<file path="config.mk">
export PLATFORM = sky130hd
export DESIGN_NAME = cpu_control_unit
export DESIGN_NICKNAME = d
export VERILOG_FILES = /design/src/rtl/cpu_control_unit.sv
export SDC_FILE = /design/constraint.sdc
export NUM_CORES = 1
export LEC_CHECK = 0
export CAP_MARGIN = 20
export CORE_AREA = 2 2 97 99
export DETAILED_ROUTE_END_ITERATION = 10
export DIE_AREA = 0 0 99 101
export HOLD_SLACK_MARGIN = 0.08
export PLACE_DENSITY = 0.68
export RECOVER_POWER = 25
export SYNTH_ARGS = -nofsm -noshare
export SYNTH_HDL_FRONTEND = slang
export SYNTH_SLANG_ARGS = --single-unit
export TNS_END_PERCENT = 20
</file>
<file path="constraint.sdc">
create_clock -name clk -period 1.7 [get_ports clk]
set_input_delay 0.255 -clock clk [delete_from_list [all_inputs] [get_ports clk]]
set_output_delay 0.255 -clock clk [all_outputs]
set_load 0.01 [all_outputs]
</file>
<file path="src/rtl/cpu_control_unit.sv">
// cpu_control_unit: multi-cycle sequencer for the 13-bit CPU datapath.
// Steps FETCH -> DECODE -> EXEC -> (MEM) -> WB and drives the memory strobes,
// the program counter, the ALU controls and the register-file write enable.
// Every output is a register updated with the state, so nothing combinational
// reaches an output from an input.

module cpu_control_unit #(
   parameter int unsigned       ADDR_W      = 13,
   parameter logic [ADDR_W-1:0] RESET_PC    = '0,
   parameter int unsigned       MEM_TIMEOUT = 16,
   parameter int unsigned       CNT_W       = 16
) (
   input  logic              clk,
   input  logic              reset,
   input  logic              start,
   input  logic              mem_done,
   input  logic [2:0]        opcode,
   input  logic              branch_flag,
   input  logic [ADDR_W-1:0] branch_address,
   output logic [ADDR_W-1:0] pc,
   output logic              read,
   output logic              write,
   output logic              instruction,
   output logic              instruction_type,
   output logic [2:0]        alu_op,
   output logic              alu_start,
   output logic              reg_write,
   output logic              busy,
   output logic              halted,
   output logic              fault,
   output logic [CNT_W-1:0]  retired
);

   // Sequencer states.
   typedef enum logic [2:0] {
      S_IDLE,
      S_FETCH,
      S_DECODE,
      S_EXEC,
      S_MEM,
      S_WB,
      S_HALT,
      S_FAULT
   } state_t;

   // Instruction opcodes as decoded by the datapath.
   typedef enum logic [2:0] {
      OP_ADD   = 3'b000,
      OP_ADDI  = 3'b001,
      OP_SUB   = 3'b010,
      OP_AND   = 3'b011,
      OP_LOAD  = 3'b100,
      OP_STORE = 3'b101,
      OP_BEQ   = 3'b110,
      OP_HALT  = 3'b111
   } opcode_t;

   // The timer must be able to hold MEM_TIMEOUT itself.
   localparam int unsigned         TIMER_W    = $clog2(MEM_TIMEOUT + 1);
   // Value the timer holds during the last cycle allowed without mem_done.
   localparam logic [TIMER_W-1:0]  TIMER_LAST = TIMER_W'(MEM_TIMEOUT - 1);

   state_t             state;
   opcode_t            op_q;
   logic [TIMER_W-1:0] timer;
   logic               start_q;
   logic               start_edge;

   // ALU operation for each opcode: arithmetic ops pass straight through,
   // memory ops compute base + offset, BEQ compares by subtracting.
   function automatic logic [2:0] alu_op_for(input opcode_t op);
      case (op)
         OP_ADD, OP_ADDI, OP_SUB, OP_AND: return 3'(op);
         OP_LOAD, OP_STORE:               return 3'b001;
         OP_BEQ:                          return 3'b010;
         default:                         return 3'b000;
      endcase
   endfunction

   // Register-format instructions take operand 2 from the register file.
   function automatic logic is_r_format(input opcode_t op);
      case (op)
         OP_ADD, OP_SUB, OP_AND, OP_BEQ: return 1'b1;
         default:                        return 1'b0;
      endcase
   endfunction

   // Instructions that write a result back to the register file.
   function automatic logic writes_reg(input opcode_t op);
      case (op)
         OP_ADD, OP_ADDI, OP_SUB, OP_AND, OP_LOAD: return 1'b1;
         default:                                  return 1'b0;
      endcase
   endfunction

   function automatic logic is_mem_op(input opcode_t op);
      return (op == OP_LOAD) || (op == OP_STORE);
   endfunction

   // A start request is a 0->1 transition; a held-high start is ignored.
   assign start_edge = start & ~start_q;

   // State register and all registered outputs move together.
   // NOTE: every output is assigned here with <= on the same edge as the state,
   // so each output describes the state being entered and no output ever
   // depends combinationally on an input.
   always_ff @(posedge clk or negedge reset) begin
      if (!reset) begin
         state            <= S_IDLE;
         op_q             <= OP_ADD;
         timer            <= '0;
         start_q          <= 1'b0;
         pc               <= RESET_PC;
         read             <= 1'b0;
         write            <= 1'b0;
         instruction      <= 1'b0;
         instruction_type <= 1'b0;
         alu_op           <= 3'b000;
         alu_start        <= 1'b0;
         reg_write        <= 1'b0;
         busy             <= 1'b0;
         halted           <= 1'b0;
         fault            <= 1'b0;
         retired          <= '0;
      end else begin
         start_q   <= start;
         // One-cycle pulses fall back to 0 unless a transition below raises them.
         alu_start <= 1'b0;
         reg_write <= 1'b0;

         case (state)
            S_IDLE: begin
               if (start_edge) begin
                  state       <= S_FETCH;
                  read        <= 1'b1;
                  instruction <= 1'b1;
                  busy        <= 1'b1;
                  timer       <= '0;
               end
            end

            // Both memory-wait states share completion and timeout handling;
            // mem_done in the last allowed cycle still counts as completion.
            S_FETCH, S_MEM: begin
               if (mem_done) begin
                  read        <= 1'b0;
                  write       <= 1'b0;
                  instruction <= 1'b0;
                  if (state == S_FETCH) begin
                     state <= S_DECODE;
                  end else begin
                     state     <= S_WB;
                     reg_write <= writes_reg(op_q);
                  end
               end else if (timer == TIMER_LAST) begin
                  state       <= S_FAULT;
                  timer       <= timer + TIMER_W'(1);
                  read        <= 1'b0;
                  write       <= 1'b0;
                  instruction <= 1'b0;
                  busy        <= 1'b0;
                  fault       <= 1'b1;
               end else begin
                  timer <= timer + TIMER_W'(1);
               end
            end

            S_DECODE: begin
               op_q <= opcode_t'(opcode);
               if (opcode_t'(opcode) == OP_HALT) begin
                  state   <= S_HALT;
                  busy    <= 1'b0;
                  halted  <= 1'b1;
                  retired <= retired + CNT_W'(1);
               end else begin
                  state            <= S_EXEC;
                  alu_start        <= 1'b1;
                  alu_op           <= alu_op_for(opcode_t'(opcode));
                  instruction_type <= is_r_format(opcode_t'(opcode));
               end
            end

            // alu_op and instruction_type are left alone from here through WB.
            S_EXEC: begin
               if (is_mem_op(op_q)) begin
                  state       <= S_MEM;
                  read        <= (op_q == OP_LOAD);
                  write       <= (op_q == OP_STORE);
                  instruction <= 1'b0;
                  timer       <= '0;
               end else begin
                  state     <= S_WB;
                  reg_write <= writes_reg(op_q);
               end
            end

            S_WB: begin
               if ((op_q == OP_BEQ) && branch_flag) begin
                  pc <= branch_address;
               end else begin
                  pc <= pc + ADDR_W'(1);
               end
               retired     <= retired + CNT_W'(1);
               state       <= S_FETCH;
               read        <= 1'b1;
               instruction <= 1'b1;
               timer       <= '0;
            end

            // A restart from HALT resumes at the instruction after the HALT.
            S_HALT: begin
               if (start_edge) begin
                  state       <= S_FETCH;
                  pc          <= pc + ADDR_W'(1);
                  halted      <= 1'b0;
                  busy        <= 1'b1;
                  read        <= 1'b1;
                  instruction <= 1'b1;
                  timer       <= '0;
               end
            end

            // FAULT is terminal until reset; everything stays as it was entered.
            S_FAULT: begin
               state <= S_FAULT;
            end

            default: begin
               state <= S_IDLE;
            end
         endcase
      end
   end

endmodule

</file>
After elaboration in Yosys (flattened, before gate mapping)
Index checks and enable logic that the tools add are counted.
Storage, ports and cells
  register bits: 53
  latch bits: 0
  RAM bits: 0
  bits in read-only memories: 0
  bits of input ports: 21
  output and inout bits: 41
  logic and storage cells: 118
  memories: 0
Operators by class
  add/subtract/negate cells: 3
  multiply operators: 0
  divide/modulo/power cells: 0
  order comparisons: 0
  equality and inequality tests: 28
  shift-type cells: 0
  muxes and demuxes: 40
  bitwise operators: 4
  reduce and logical (&&, ||, !) cells: 27
Operator list (number)
  $eq A3 B3 Y1 const B: 11
  $pmux W16 S2: 1
  $mux W13: 2
  $pmux W13 S2: 1
  $pmux W5 S4: 1
  $eq A3 B2 Y1 const B: 6
  $mux W1: 18
  $pmux W3 S6: 1
  $add A16 B1 Y16 const B: 1
  $mux W16: 1
  $mux W3: 5
  $mux W5: 3
  $add A13 B1 Y13 const B: 1
  $ne A2 B2 Y1 const B: 5
  $eq A3 B1 Y1 const B: 3
  $logic_not A3 Y1: 3
  $pmux W3 S3: 1
  $reduce_and A3 Y1: 3
  $pmux W1 S4: 2
  $reduce_and A2 Y1: 4
  $reduce_and A4 Y1: 2
  $reduce_bool A2 Y1: 4
  $reduce_or A4 Y1: 2
  $pmux W1 S2: 3
  other kinds (14): 18

Longest topological paths before layout
  depth after elaboration: 6
  mapped depth: 7
  depth with buffers taken out: 7

Worst setup path after synthesis
Ideal clock, no wire load.
  kind: register to register
  start: register timer[0]
  end: register state[0]
  library setup time: 119 ps
  arrival time: 1659 ps
  data required time: 1581 ps
  setup slack: -78 ps
  cell stages (with the launch flop): 8
  path buffers: 0
  period minus slack after synthesis: 1778 ps
  path through: dfrtp_1 -> ha_1 -> and3_1 -> ha_1 -> or3_1 -> o32ai_1 -> o21ai_0 -> o21a_1
Between the ends
  longest elaborated chain between the ends: 3
Ends and longest elaborated chain
  start, declared: RTL line 65  | logic [TIMER_W-1:0] timer;
  start signal, assigned: RTL line 157  | timer <= timer + TIMER_W'(1);
  start signal, assigned: RTL line 164  | timer <= timer + TIMER_W'(1);
  $eq A5 B4 Y1: RTL line 155  | end else if (timer == TIMER_LAST) begin
  $ne A3 B3 Y1 (no line)
  $reduce_and A2 Y1 (no line)
  end signal, assigned: RTL line 150  | state <= S_DECODE;
  end signal, assigned: RTL line 152  | state <= S_WB;
  end signal, assigned: RTL line 156  | state <= S_FAULT;
  end, declared: RTL line 63  | state_t state;
No other way between the ends.
A chain may end at the register's enable or synchronous reset.

Worst setup path in the final report
Same ends and word-level chain as after synthesis.

==> results by group <==
Floorplanning
  – Die Footprint: 9999 µm²
  – Count of boundary I/O pins: 62
  – Area of the core: 8977 µm²
  – Height of the die: 101 µm
  – Number of placement rows: 35
  – Starting utilization of the core area: 33.85%
  – Die Width: 99 µm

Synthesis
  – Area share of the leading cell type in the synthesized netlist: 43.64%
  – Register bit count reported by yosys: 53
  – Synth Warn #: 0
  – Simple-gate share of the synthesized area: 20.17%
  – Most common flop cell mapped by yosys: sky130_fd_sc_hd__dfrtp_1
  – Part of the Yosys area used for sequential elements: 43.64%
  – Parity-gate share of the synthesized area counting xor and xnor cells: 6.628%
  – Number of standard cells after synthesis: 308
  – Multiplexer area fraction after synthesis: 1.153%
  – Number of enable flip-flop cells after synthesis: 0
  – Post-synthesis cell type with the largest combined area: sky130_fd_sc_hd__dfrtp_1
  – Complex-gate fraction of the synthesized area: 21.37%
  – Synth unique cells: 63
  – Largest family of logic cells by synthesized area: compound AO/OA/AOI/OAI gates
  – Post-synthesis instance area: 3039 µm²
  – Fraction of registers with async set/reset: 100.0%
  – Net count of the mapped netlist: 333
  – Biggest area contributors in the synthesized netlist: sky130_fd_sc_hd__dfrtp_1, sky130_fd_sc_hd__o21ai_0, sky130_fd_sc_hd__a2bb2oi_1, sky130_fd_sc_hd__xnor2_1, sky130_fd_sc_hd__nand2_1
  – Per-instance average area after synthesis: 9.867 µm²
  – Adder-cell area share of the yosys netlist: 1.647%

Global routing
  – Global route overflow: 0
  – Antenna violations before repair: 0
  – Largest net degree at the start of global routing: 31
  – First-pass GRT wire length: 12.46 mm
  – Global router's overall resource usage: 15.27%
  – Vias in the first global route: 2535

Placed design
  – Placed Cells incl. Taps: 504
  – Half-perimeter wire length after placement: 5.511 mm
  – Cell area after placement: 4059 µm²
  – Port bufs: 61
  – Routability-driven placement congestion ratio: 0.8956

Final layout
  – Most common library cell in the layout ignoring fill and taps: sky130_fd_sc_hd__clkdlybuf4s50_1
  – Highest-count cells in the layout ignoring fill and taps: sky130_fd_sc_hd__clkdlybuf4s50_1, sky130_fd_sc_hd__dfrtp_1, sky130_fd_sc_hd__buf_4
  – Layout fillers: 835
  – Post-route non-filler standard cell count: 519
  – Fraction of layout instances using a drive strength above 1: 20.83%
  – Total area of sequential cells: 1331 µm²
  – Number of antenna cells inserted: 0
  – Post-Layout Inst Area: 4317 µm²
  – Count of nets after finishing: 432
  – Combined area of the multi-input logic cells: 1648 µm²
  – Area growth, synth to finish: 42.03%

Timing
  – Min cycle time layout: 1.701 ns
  – Slack of the critical path: -0.001500 ns
  – Highest Clock Rate: 587.7 MHz
  – Post-route worst hold slack: 0.4826 ns
  – Slew Limit Headroom: 59.64%
  – Final-report max-slew violation count: 0
  – Final hold vios: 0
  – Measured slew at the worst slew-check pin: 0.6054 ns
  – Period utilisation layout: 100.1%
  – Finish-stage setup viols: 1
  – Total Neg Setup Slack: -0.001500 ns
  – Clock skew after layout: 0.004770 ns
  – Unrepaired setup endpoints after global routing: true

Clocking
  – Bufs on Longest Clock Path: 2
  – Number of clock sinks: 53
  – Clock latency on the worst-skew pair: 0.31 ns
  – Number of H-tree levels: 2
  – Clock tree from TritonCTS: built
  – Clk pin slew, worst setup/hold paths: 0.10 ns
  – TritonCTS buffer count: 5
  – Cell at the root of the clock tree: sky130_fd_sc_hd__clkbuf_8

Power and ir drop
  – Pwr Density: 1719 nW/µm²
  – Overall Power: 0.007418 W
  – Max VDD drop: 0.6012 mV
  – Total leakage power: 1.835 nW

Critical path
  – Path type of the worst setup path: reg -> reg
  – Critical path startpoint category: flip-flop
  – Worst stage delay on the critical path: 0.40 ns
  – Data arrival, critical path: 1.90 ns
  – Ordered cell list for the critical path: ha_2 -> and3_4 -> ha_4 -> or3_4 -> o32ai_4 -> o21ai_1 -> o21a_1
  – Nature of the critical path endpoint: flip-flop
  – Largest fanout on the critical path: 4
  – Standard cell with the maximum stage delay on the critical path: sky130_fd_sc_hd__dfrtp_1
  – Crit path required time: 1.90 ns

Detailed routing
  – DR vias: 2756
  – Via/cell ratio: 5.310
  – Remaining antenna violation count: 0
  – Starting DRT DRC Count: 99
  – DR pass1 iterations: 4
  – Wire length per cell: 14.58 µm
  – Remaining routing DRC violations: 0
  – Post-detailed-routing wire length: 7.567 mm

Worst hold path
  – Path type of the worst min-delay path: in -> async

Status
  – Status: complete, but fails checks
  – Failing checks: setup timing

Run
  – Max-cap violations: 0
-- power breakdown --
part           leakage (nW)  switching (W)  internal, W
registers             0.653       0.000532      0.00170
logic                  1.12        0.00201      0.00226
clock network        0.0574       0.000437     0.000480
-- synth_stat cells, types with 3 or more instances --
| cell type | n |
|---|---|
| sky130_fd_sc_hd__a22oi_1 | 4 |
| sky130_fd_sc_hd__nor2_1 | 15 |
| sky130_fd_sc_hd__and4_1 | 3 |
| sky130_fd_sc_hd__nand2b_1 | 3 |
| sky130_fd_sc_hd__buf_2 | 8 |
| sky130_fd_sc_hd__xor2_1 | 6 |
| sky130_fd_sc_hd__clkbuf_1 | 3 |
| sky130_fd_sc_hd__nand4_1 | 12 |
| sky130_fd_sc_hd__o21ai_0 | 23 |
| sky130_fd_sc_hd__buf_6 | 4 |
| sky130_fd_sc_hd__o22ai_1 | 9 |
| sky130_fd_sc_hd__o211ai_1 | 4 |
| sky130_fd_sc_hd__nand3_1 | 10 |
| sky130_fd_sc_hd__inv_1 | 15 |
| sky130_fd_sc_hd__xnor2_1 | 12 |
| sky130_fd_sc_hd__nor3_1 | 5 |
| sky130_fd_sc_hd__a2bb2oi_1 | 13 |
| sky130_fd_sc_hd__nand2_1 | 27 |
| sky130_fd_sc_hd__a21oi_1 | 14 |
| sky130_fd_sc_hd__and3_1 | 8 |
| sky130_fd_sc_hd__o21a_1 | 3 |
| sky130_fd_sc_hd__ha_1 | 4 |
| sky130_fd_sc_hd__dfrtp_1 | 53 |
-- routing by layer --
metal | up-vias | GRT usage, % | share of wire, %
li1 | 1338 | - | -
met1 | 1334 | 20.47 | 45
met2 | 76 | 25.62 | 48
met3 | 8 | 2.843 | 5.5
met4 | 0 | 3.688 | 0.86
met5 | - | 0 | 0
-- final cells by class --
| cell class | instances | area share, % |
|---|---|---|
| Sequential cell | 53 | 30.84 |
| Clock buffer | 6 | 1.913 |
| Clock inverter | 2 | 0.8696 |
| Multi-Input combinational cell | 223 | 38.17 |
| Timing Repair Buffer | 109 | 23.68 |
| Tap cell | 111 | 3.217 |
| Inverter | 15 | 1.304 |
-- what timing repair did --
action / CTS / global route
setup buffers: 1 / 5
gates resized for setup: 9 / 13
hold buffers: 1 / 0
cloned: 0 / 0
hold endpoints to repair: 23 / 0
endpoints found under the setup margin: 11 / 38
pin swaps: 4 / 13
-- critical path, delay by kind of cell, from the launching register on --
kind / cells / cell delay, ns
flip-flops: 1 / 0.40
AO/OA/AOI/OAI: 3 / 0.31
adder cells (fa/ha/maj): 2 / 0.36
AND/OR/NAND/NOR: 2 / 0.52
-- cell families after synthesis --
| group | after synthesis |
|---|---|
| xor gates and xnor gates | 20 |
| adders and majority gates | 4 |
| AOI/OAI and AO/OA | 93 |
| buffers and inverters | 32 |
| DFF | 53 |
| muxes | 3 |
| and+or+nand+nor | 103 |
-- sequential cells by signal, summed over array words and instances, names as in the netlist, 3 cells and up --
signal   cells
retired     16
alu_op       3
op_q         3
state        3
timer        5
pc          13
-- final timing paths --
kind	startpoint	to	slack (ns)	depth (start not counted)
max	timer[0]$_DFFE_PN0P_	state[0]$_DFFE_PN0P_	-0.001	7
min	reset	pc[6]$_DFFE_PN0P_	0.48	2
min reg2reg	fault$_DFFE_PN0P_	fault$_DFFE_PN0P_	0.48	1
max in group asynchronous	reset	state[2]$_DFFE_PN0P_	0.28	3
min in group clk	fault$_DFFE_PN0P_	fault$_DFFE_PN0P_	0.48	1
max reg2reg	timer[0]$_DFFE_PN0P_	state[0]$_DFFE_PN0P_	-0.001	7
-- stage by stage --
step                      setup WS, ns  util [%]
after floorplan               0.006244         -
after global placement        -0.09551     45.21
after detailed placement       -0.1344     45.21
after CTS                    -0.002178     47.34
after global routing          -0.04736     48.08
final                        -0.001500     48.08
(Power assumes the default switching activity.)
